`src/rtl/csi_rx_link_ctrl.sv`:
```
// CSI-2 RX link sequencer: follows the D-PHY LP/HS burst cycle and gates the receive datapath.
// Defining CSI_RX_LINK_STATS_EN adds the err_count / burst_count statistics counters.
module csi_rx_link_ctrl #(
    parameter int unsigned LANES         = 2,
    parameter int unsigned RST_CYCLES    = 16,
    parameter int unsigned LP_MIN        = 4,
    parameter int unsigned SETTLE_CYCLES = 3,
    parameter int unsigned SYNC_TIMEOUT  = 64,
    parameter int unsigned SKEW_MAX      = 2
) (
    input  logic             clock,
    input  logic             areset_n,
    input  logic             lp_detect,
    input  logic [LANES-1:0] aligned_valid,
    input  logic             err_clear,
    output logic             dp_reset,
    output logic             dp_enable,
    output logic             link_up,
    output logic [2:0]       state,
    output logic [7:0]       err_count,
    output logic [15:0]      burst_count
);

    typedef enum logic [2:0] {
        StResetHold = 3'd0,
        StLpWait    = 3'd1,
        StArmed     = 3'd2,
        StSettle    = 3'd3,
        StSync      = 3'd4,
        StRun       = 3'd5,
        StError     = 3'd6
    } state_e;

    localparam logic [15:0] RstLast    = 16'(RST_CYCLES - 1);
    localparam logic [15:0] LpLast     = 16'(LP_MIN - 1);
    localparam logic [15:0] SettleLast = (SETTLE_CYCLES == 0) ? 16'd0 : 16'(SETTLE_CYCLES - 1);
    localparam logic [15:0] SyncLast   = 16'(SYNC_TIMEOUT - 1);
    localparam logic [15:0] SkewLast   = 16'(SKEW_MAX - 1);

    logic        lp_meta;
    logic        lp_s;
    state_e      st_q;
    state_e      st_d;
    logic [15:0] cnt;
    logic        cnt_clr;
    logic        sync_err;
    logic        burst_done;
    logic        all_valid;
    logic        partial;

    always_ff @(posedge clock or negedge areset_n) begin
        if (!areset_n) begin
            lp_meta <= 1'b0;
            lp_s    <= 1'b0;
        end else begin
            lp_meta <= lp_detect;
            lp_s    <= lp_meta;
        end
    end

    assign all_valid = &aligned_valid;
    assign partial   = (|aligned_valid) && !all_valid;

    always_comb begin
        st_d       = st_q;
        cnt_clr    = 1'b0;
        sync_err   = 1'b0;
        burst_done = 1'b0;
        case (st_q)
            StResetHold: if (cnt == RstLast) st_d = StLpWait;
            StLpWait: begin
                if (!lp_s) cnt_clr = 1'b1;
                else if (cnt == LpLast) st_d = StArmed;
            end
            StArmed: if (!lp_s) st_d = (SETTLE_CYCLES == 0) ? StSync : StSettle;
            StSettle: begin
                if (lp_s) st_d = StArmed;
                else if (cnt == SettleLast) st_d = StSync;
            end
            StSync: begin
                if (lp_s) begin
                    st_d     = StArmed;
                    sync_err = 1'b1;
                end else if (all_valid) begin
                    st_d = StRun;
                end else if (cnt == SyncLast) begin
                    st_d = StError;
                end
            end
            StRun: begin
                if (lp_s) begin
                    st_d       = StArmed;
                    burst_done = 1'b1;
                end else if (!partial) begin
                    cnt_clr = 1'b1;
                end else if (cnt == SkewLast) begin
                    st_d = StError;
                end
            end
            StError: st_d = StResetHold;
            default: st_d = StResetHold;
        endcase
    end

    // Outputs are decoded from the next state so they line up with the state register.
    always_ff @(posedge clock or negedge areset_n) begin
        if (!areset_n) begin
            st_q      <= StResetHold;
            cnt       <= '0;
            dp_reset  <= 1'b1;
            dp_enable <= 1'b0;
            link_up   <= 1'b0;
        end else begin
            st_q <= st_d;
            if ((st_d != st_q) || cnt_clr) cnt <= '0;
            else if (cnt != 16'hFFFF)      cnt <= cnt + 16'd1;
            dp_reset  <= (st_d == StResetHold);
            dp_enable <= (st_d == StSync) || (st_d == StRun);
            link_up   <= (st_d == StRun);
        end
    end

    assign state = st_q;

`ifdef CSI_RX_LINK_STATS_EN
    logic err_inc;
    assign err_inc = sync_err || (st_d == StError);

    always_ff @(posedge clock or negedge areset_n) begin
        if (!areset_n) begin
            err_count   <= '0;
            burst_count <= '0;
        end else if (err_clear) begin
            err_count   <= '0;
            burst_count <= '0;
        end else begin
            if (err_inc && (err_count != 8'hFF)) err_count <= err_count + 8'd1;
            if (burst_done) burst_count <= burst_count + 16'd1;
        end
    end
`else
    logic unused_stats;
    assign unused_stats = err_clear ^ sync_err ^ burst_done;
    assign err_count    = '0;
    assign burst_count  = '0;
`endif

endmodule
```
`config.mk`:
```
export PLATFORM = sky130hd
export DESIGN_NAME = csi_rx_link_ctrl
export DESIGN_NICKNAME = d
export VERILOG_FILES = /design/src/rtl/csi_rx_link_ctrl.sv
export SDC_FILE = /design/constraint.sdc
export NUM_CORES = 1
export LEC_CHECK = 0
export ABC_CLOCK_PERIOD_IN_PS = 2300
export CELL_PAD_IN_SITES_DETAIL_PLACEMENT = 1
export CELL_PAD_IN_SITES_GLOBAL_PLACEMENT = 1
export CORE_UTILIZATION = 30
export CTS_CLUSTER_DIAMETER = 150
export CTS_CLUSTER_SIZE = 28
export DETAILED_ROUTE_END_ITERATION = 7
export PLACE_DENSITY = 0.76
export SLEW_MARGIN = 10
export SYNTH_ARGS = -nofsm -noshare
export SYNTH_HDL_FRONTEND = slang
export SYNTH_SLANG_ARGS = --single-unit
```
`constraint.sdc`:
```
create_clock -name clock -period 2.3 [get_ports clock]
set_input_delay 0.69 -clock clock [delete_from_list [all_inputs] [get_ports clock]]
set_output_delay 0.69 -clock clock [all_outputs]
set_load 0.03 [all_outputs]
```
==> results.md, run 1 <==
- Clk slew on worst S/H paths: 80 ps
- CTS H-tree lvls: 1
- Final Hold Vio Count: 0
- GRT Total Usage: 0.154
- Final Setup Violations: 0
- Top FF cell, synth: dfrtp_1
- FP Rows: 27
- Post-DR wirelength/cell: 14.6 um
- Critical path depth in cells: 1
- Routed wl met3: 116 um
- Final antenna-violating net count: 0
- Final core utilization: 0.386
- Drt initial violations: 36
- Crit-path leading delay family: buffers and inverters
- Worst endpoint data arrival time: 1520 ps
- Post-placement cell count: 288
- Remaining DRCs: 0
- Register-to-Register Path Depth: 9
- CTS Root Cell: clkbuf_8
- Die width: 78.1 um
- Pre-antenna DRT Iters: 4
- Hold_buf cts: 0
- RSZ-0062 raised after global routing: false
- Avg Cell Area, Syn: 9.54 sq um
- P_leak: 0.925 nW
- R2r endpoint: cnt[0]
- Power Density: 784 nW/um^2
- CTS buffer count: 3
- Clock latency on the worst-skew pair: 270 ps
- Die area: 6090 sq um
- WL met2: 2.15 mm
- Max-cap violations: 0
- Antenna violations before repair: 0
- Die Height: 78.1 um
- Startpoint Class: flip-flop
- Max VDD drop: 316 uV
- Tmin final: 2210 ps
- Max Clk Rate: 453 MHz
- Critical Path RT: 1610 ps
- Synth Instances: 182
- Grt total ovfl: 0
- Fillcell total: 665
- R2R Setup Slk: 120 ps
- Final Non-Filler Cells: 297
- Worst slew margin: 0.661
- Crit path to: state[2]
- Max Transition Viols Final: 0
- Post-DP HPWL: 3.17 mm
- Cell area after synthesis: 1740 sq um
- Vias in the first global route: 1497
- Worst clock skew: 5.96 ps
- Layout cells sized above 1: 0.307
- Register bit total from synthesis: 24
- CP bufs+invs: 1
- CTS tree: done
- CP Capture Type: primary output
- Ys Warns: 0
- Worst setup path start: state[2]
- Initial cell density of the core: 0.313
- Hold WS: 355 ps
- Top-area cell type share of the netlist area: 0.332
- Sink Count: 24
- Yosys top cell by area: dfrtp_1
- Crit path max fanout: 9
- Ys async rst share: 1.00
- Number of port buffers: 10
- GP Congestion: 0.807
- Post-route clock period utilization: 0.959
- Via count: 1436
- Final #Nets: 236
- Slowest stage cell, crit path: clkdlybuf4s50_1
- First-pass GRT wire length: 7.31 mm
- RR Startpoint: cnt[1]
- Drt total wl: 4.34 mm
- EDFF count, synth: 0
- Wire length on met1: 2.01 mm
- Worst path cell trace: clkdlybuf4s50_1
- # diodes: 0
- Max incr delay on CP: 740 ps
- Core area: 5540 sq um
- Status: finished, final reports clean
- Synthesis-to-finish area growth: 23.1%
- IO Pins: 36
- Vias per cell: 4.84
- Sequential element share of the synthesized area: 0.347
- Top layer in use: met4
- Crit path kind: flip-flop to primary output
- CTS max path bufs: 2
- Min-Delay Path Class: flip-flop to flip-flop
- Ranking of synthesized cells by area: dfrtp_1 (33%), buf_4 (10%), xnor2_1 (4.5%)
- Largest net degree at the start of global routing: 25
- Slew @ Worst Pin: 502 ps
- Library cells used by synthesis: 55
==> worst min-delay path by stage <==
stage                       to  cells after the start  startpoint  slack, ps
final                     lp_s                      0     lp_meta        350
after global routing      lp_s                      0     lp_meta        360
after CTS                 lp_s                      0     lp_meta        360
after detailed placement  lp_s                      0     lp_meta        340
after global placement    lp_s                      0     lp_meta        340
after floorplan           lp_s                      0     lp_meta        330
==> stage by stage <==
step / TNS, ps / worst slack (ps) / cell area (sq um) / power, mW
6_report: 0 / 93.9 / 2140 / 1.67
5_1_grt: 0 / 37.8 / 2140 / 1.77
4_1_cts: 0 / 12.5 / 2140 / 1.68
3_5_place_dp: -7330 / -563 / 2020 / 1.28
3_3_place_gp: -6790 / -511 / 2020 / 1.26
2_1_floorplan: 0 / 63.5 / 1820 / 1.04
==> placed cells by master, fill, tap and decap left out, types with 2 or more instances in the layout <==
| cell | n |
|---|---|
| a211oi_1 | 2 |
| inv_1 | 5 |
| nand3_1 | 6 |
| o21a_1 | 2 |
| nand2_1 | 8 |
| nor2_1 | 11 |
| nand2b_1 | 3 |
| or4bb_1 | 2 |
| o21ai_0 | 3 |
| nor3_2 | 4 |
| nor4bb_1 | 2 |
| a2111oi_0 | 2 |
| buf_2 | 2 |
| nor2_2 | 9 |
| conb_1 | 24 |
| a21boi_0 | 3 |
| clkdlybuf4s50_1 | 8 |
| xnor2_1 | 9 |
| clkbuf_8 | 3 |
| ha_1 | 3 |
| nor2b_1 | 4 |
| buf_4 | 36 |
| nor4_1 | 4 |
| mux2i_1 | 3 |
| nor4b_1 | 2 |
| nand4_1 | 3 |
| or4_4 | 2 |
| dfrtp_1 | 23 |
| nor4_4 | 2 |
| a21oi_1 | 6 |
| nor3_1 | 3 |
==> sequential cells by signal (all words and copies together), names as in the netlist <==
register	count
dp_reset	1
link_up	1
lp_meta	1
state	3
cnt	16
dp_enable	1
lp_s	1
==> power breakdown <==
group	switching [mW]	leakage (nW)	internal, mW	total [mW]
Sequential	0.0403	0.318	0.466	0.507
Combinational	0.499	0.584	0.408	0.907
Clock	0.137	0.0228	0.124	0.261
==> kinds of logic after synthesis <==
logic type,Yosys count,synth area share
flops,24,0.347
xor+xnor,10,0.0505
other cells,1,0.00216
buf+inv,35,0.139
simple gates,75,0.280
fa+ha+maj,4,0.0288
mux,3,0.0173
compound gates,30,0.135
==> what timing repair did <==
item | 4_1_cts | 5_1_grt
pin swaps | 7 | 2
resized for setup | 13 | 0
setup endpoints to repair | 13 | 7
setup buffers | 5 | 0
==> area by class of cell <==
| type | count | area [sq um] | area share |
|---|---|---|---|
| tap | 72 | 90.1 | 0.0422 |
| clock buffer | 4 | 45.0 | 0.0211 |
| sequential | 24 | 602 | 0.282 |
| inverter | 5 | 18.8 | 0.00878 |
| timing repair buffer | 46 | 360 | 0.169 |
| multi-input combinational | 146 | 1020 | 0.478 |
==> layer usage <==
metal / vias up / track usage
met1: 707 / 0.197
met3: 6 / 0.0174
met2: 30 / 0.269
met5: - / 0
li1: 693 / -
met4: 0 / 0.0463
==> synthesized netlist by cell type (2+ instances only) <==
cell type  count
nor4_1         4
o21a_1         2
a21boi_0       3
dfrtp_1       23
mux2i_1        3
nand2_1        8
buf_4         24
nor2_1        11
nor3_1         7
or4_4          2
or4bb_1        2
nor2_2         9
clkbuf_1       3
nand3_1        6
nor4bb_1       2
inv_1          5
nor4_4         2
o21ai_0        3
a2111oi_0      2
nor2b_1        4
nand2b_1       3
xnor2_1        9
nor4b_1        2
nand4_1        3
ha_1           4
a21oi_1        6
a211oi_1       2
Power figures use the tool's default switching activity.
==> run 2, diff against run 1 <==
--- a/config.mk
+++ b/config.mk
@@ -9,9 +9,9 @@
 export CELL_PAD_IN_SITES_DETAIL_PLACEMENT = 1
 export CELL_PAD_IN_SITES_GLOBAL_PLACEMENT = 1
 export CORE_UTILIZATION = 30
-export CTS_CLUSTER_DIAMETER = 150
 export CTS_CLUSTER_SIZE = 28
 export DETAILED_ROUTE_END_ITERATION = 7
+export HOLD_SLACK_MARGIN = 0.05
 export PLACE_DENSITY = 0.76
 export SLEW_MARGIN = 10
 export SYNTH_ARGS = -nofsm -noshare
==> results of run 2 <==
The final DEF is identical to that of run 1; final timing and power are the same.
==> run 3, diff against run 2 <==
--- a/config.mk
+++ b/config.mk
@@ -8,11 +8,13 @@
 export ABC_CLOCK_PERIOD_IN_PS = 2300
 export CELL_PAD_IN_SITES_DETAIL_PLACEMENT = 1
 export CELL_PAD_IN_SITES_GLOBAL_PLACEMENT = 1
+export CORE_MARGIN = 2
 export CORE_UTILIZATION = 30
 export CTS_CLUSTER_SIZE = 28
 export DETAILED_ROUTE_END_ITERATION = 7
 export HOLD_SLACK_MARGIN = 0.05
 export PLACE_DENSITY = 0.76
+export SETUP_SLACK_MARGIN = 0.1
 export SLEW_MARGIN = 10
 export SYNTH_ARGS = -nofsm -noshare
 export SYNTH_HDL_FRONTEND = slang
==> run 3 against run 2 <==
  * Clock power rose by 3%
  * Register-to-register slack about the same
  * Via count increased by 3.3%
  * Highest routed layer unchanged
  * Worst setup slack gained 26 ps
  * Total power is 7.6% higher
  * Cell count increased by 0.67%
  * Critical path type is now flip-flop to flip-flop
==> results.md, run 3 (synthesis results as in run 1) <==
- CTS Root Cell: clkbuf_8
- Number of port buffers: 10 (unchanged)
- Core area: 5540 sq um (unchanged)
- Hold endpoint: lp_s
- Final Setup Violations: 0 (unchanged)
- Most used cells in the layout excluding fill and tap cells: buf_4 (35), conb_1 (24), dfrtp_1 (23), nor2_1 (11)
- Via count: 1484 (+3.3%)
- Clk slew on worst S/H paths: 90 ps (about the same)
- FP Rows: 27 (unchanged)
- Post-route clock period utilization: 0.948 (-0.0113)
- Pre-antenna DRT Iters: 4 (unchanged)
- Worst clock skew: 5.37 ps (-0.589 ps)
- CTS H-tree lvls: 1 (unchanged)
- Vias per cell: 4.96 (+2.7%)
- Initial cell density of the core: 0.313 (unchanged)
- Final #Nets: 238 (+0.85%)
- Post-DR wirelength/cell: 16.1 um (+10%)
- Area of the multi-input gates: 1040 sq um (+1.7%)
- Sink Count: 24 (unchanged)
- CP Capture Type: flip-flop
- Die width: 80.1 um (+2.6%)
- IO Pins: 36 (unchanged)
- Min-delay src: lp_meta
- R2R Setup Slk: 120 ps (about the same)
- Reg with most FFs: cnt
- R2r endpoint: cnt[11]
- Slew @ Worst Pin: 527 ps (+24.6 ps)
- Register-to-Register Path Depth: 7 (-2)
- Post-placement cell count: 287 (-0.35%)
- Worst slew margin: 0.644 (-0.0165)
- Clock latency on the worst-skew pair: 270 ps (about the same)
- Antenna violations before repair: 0 (unchanged)
- Largest register FFs: 16 (unchanged)
- Vias in the first global route: 1488 (-0.60%)
- Worst endpoint data arrival time: 2350 ps (+830 ps)
- RR Startpoint: cnt[2]
- Remaining DRCs: 0 (unchanged)
- Post-DP HPWL: 3.26 mm (+2.7%)
- Largest net degree at the start of global routing: 25 (unchanged)
- Final Non-Filler Cells: 299 (+0.67%)
- Die area: 6410 sq um (+5.2%)
- Hold_buf cts: 0 (unchanged)
- Min-Delay Path Class: flip-flop to flip-flop
- CTS buffer count: 3 (unchanged)
- Synthesis-to-finish area growth: 27.2%
- Final antenna-violating net count: 0 (unchanged)
- Startpoint Class: flip-flop
- GP Congestion: 0.803 (-0.46%)
- Max Clk Rate: 459 MHz (+1.2%)
- Die Height: 80.1 um (+2.6%)
- Sequential standard cell area: 602 sq um (unchanged)
- Max-cap violations: 0 (unchanged)
- Commonest non-fill, non-tap cell in the layout: buf_4
- Max VDD drop: 336 uV (+6.3%)
- Max Transition Viols Final: 0 (unchanged)
- Critical Path RT: 2470 ps (+860 ps)
- Grt total ovfl: 0 (unchanged)
- Tmin final: 2180 ps (-25.9 ps)
- CTS tree: done
- Drt initial violations: 80 (+120%)
- P_leak: 0.947 nW (+2.4%)
- Drt total wl: 4.81 mm (+11%)
- RSZ-0062 raised after global routing: true
- Status: finished, final reports clean
- Power Density: 816 nW/um^2 (+4.1%)
- CTS max path bufs: 2 (unchanged)
- First-pass GRT wire length: 7.45 mm (+1.9%)
- GRT Total Usage: 0.149 (-0.00461)
- Crit path max fanout: 7 (-2)
- Final Hold Vio Count: 0 (unchanged)
- Crit path kind: flip-flop to flip-flop
- Final core utilization: 0.398 (+0.0126)
- # diodes: 0 (unchanged)
- Layout cells sized above 1: 0.326 (+0.0193)
- Final setup TNS: 0 ps (unchanged)
- Hold Crit Depth: 0 (unchanged)
- Fillcell total: 665 (unchanged)
[run 3: changes by cell type in the layout (fill, tap and decap cells not counted), sizes merged]
cell	before	now
dlygate4sd2	0	2
clkbuf	4	5
clkdlybuf4s15	0	1
clkdlybuf4s50	8	6
[run 3: per-layer routing]
metal  vias up  share of wire  track usage
met4         0         0.0056       0.0373
met1       758           0.44        0.190
met5         -              0            0
met2        25           0.53        0.263
li1        699              -            -
met3         2          0.028       0.0213
[run 3: metrics by stage]
step | hold slack [ps] | power, mW | cell area (sq um) | setup slack, ps
6_report | 356 | 1.80 | 2210 | 120
5_1_grt | 364 | 1.90 | 2210 | 32.6
4_1_cts | 357 | 1.71 | 2130 | 102
3_5_place_dp | 336 | 1.30 | 2020 | -492
3_3_place_gp | 337 | 1.27 | 2020 | -463
2_1_floorplan | 331 | 1.04 | 1830 | 141
[run 3: how the worst max path moves through the flow]
stage	slack, ps	end	from
3_3_place_gp	-460	cnt[1]	aligned_valid[0]
5_1_grt	30	cnt[12]	cnt[2]
6_report	120	cnt[11]	cnt[2]
4_1_cts	100	cnt[3]	aligned_valid[0]
2_1_floorplan	140	cnt[1]	aligned_valid[0]
3_5_place_dp	-490	cnt[5]	aligned_valid[1]
[run 3: report_power, final]
group          internal, mW  switching [mW]  leakage (nW)  total [mW]
clock                 0.124           0.144        0.0228       0.268
sequential            0.466          0.0509         0.318       0.517
combinational         0.493           0.524         0.606        1.02
total                  1.08           0.719         0.947        1.80
[run 3: what timing repair did]
item | in CTS | in global routing
setup endpoints to repair | 21 | 15
pin swaps | 10 | 5
gates cloned | 0 | 1
hold endpoints to repair | 0 | 0
buffers inserted | 5 | 2
gates resized for setup | 12 | 7
[run 3: cell type report]
type	count	share of cell area
timing repair buffer	48	0.187
clock buffer	4	0.0204
tap	72	0.0408
inverter	5	0.00850
multi-input combinational	146	0.471
sequential	24	0.273
[run 3: critical path: stages (launching register included)]
cell      delay, ps
dfrtp_1         390
or4_1           640
nor4_4          340
o21ai_2         110
o211ai_4        280
buf_12          170
buf_4           120
nor2_2           30
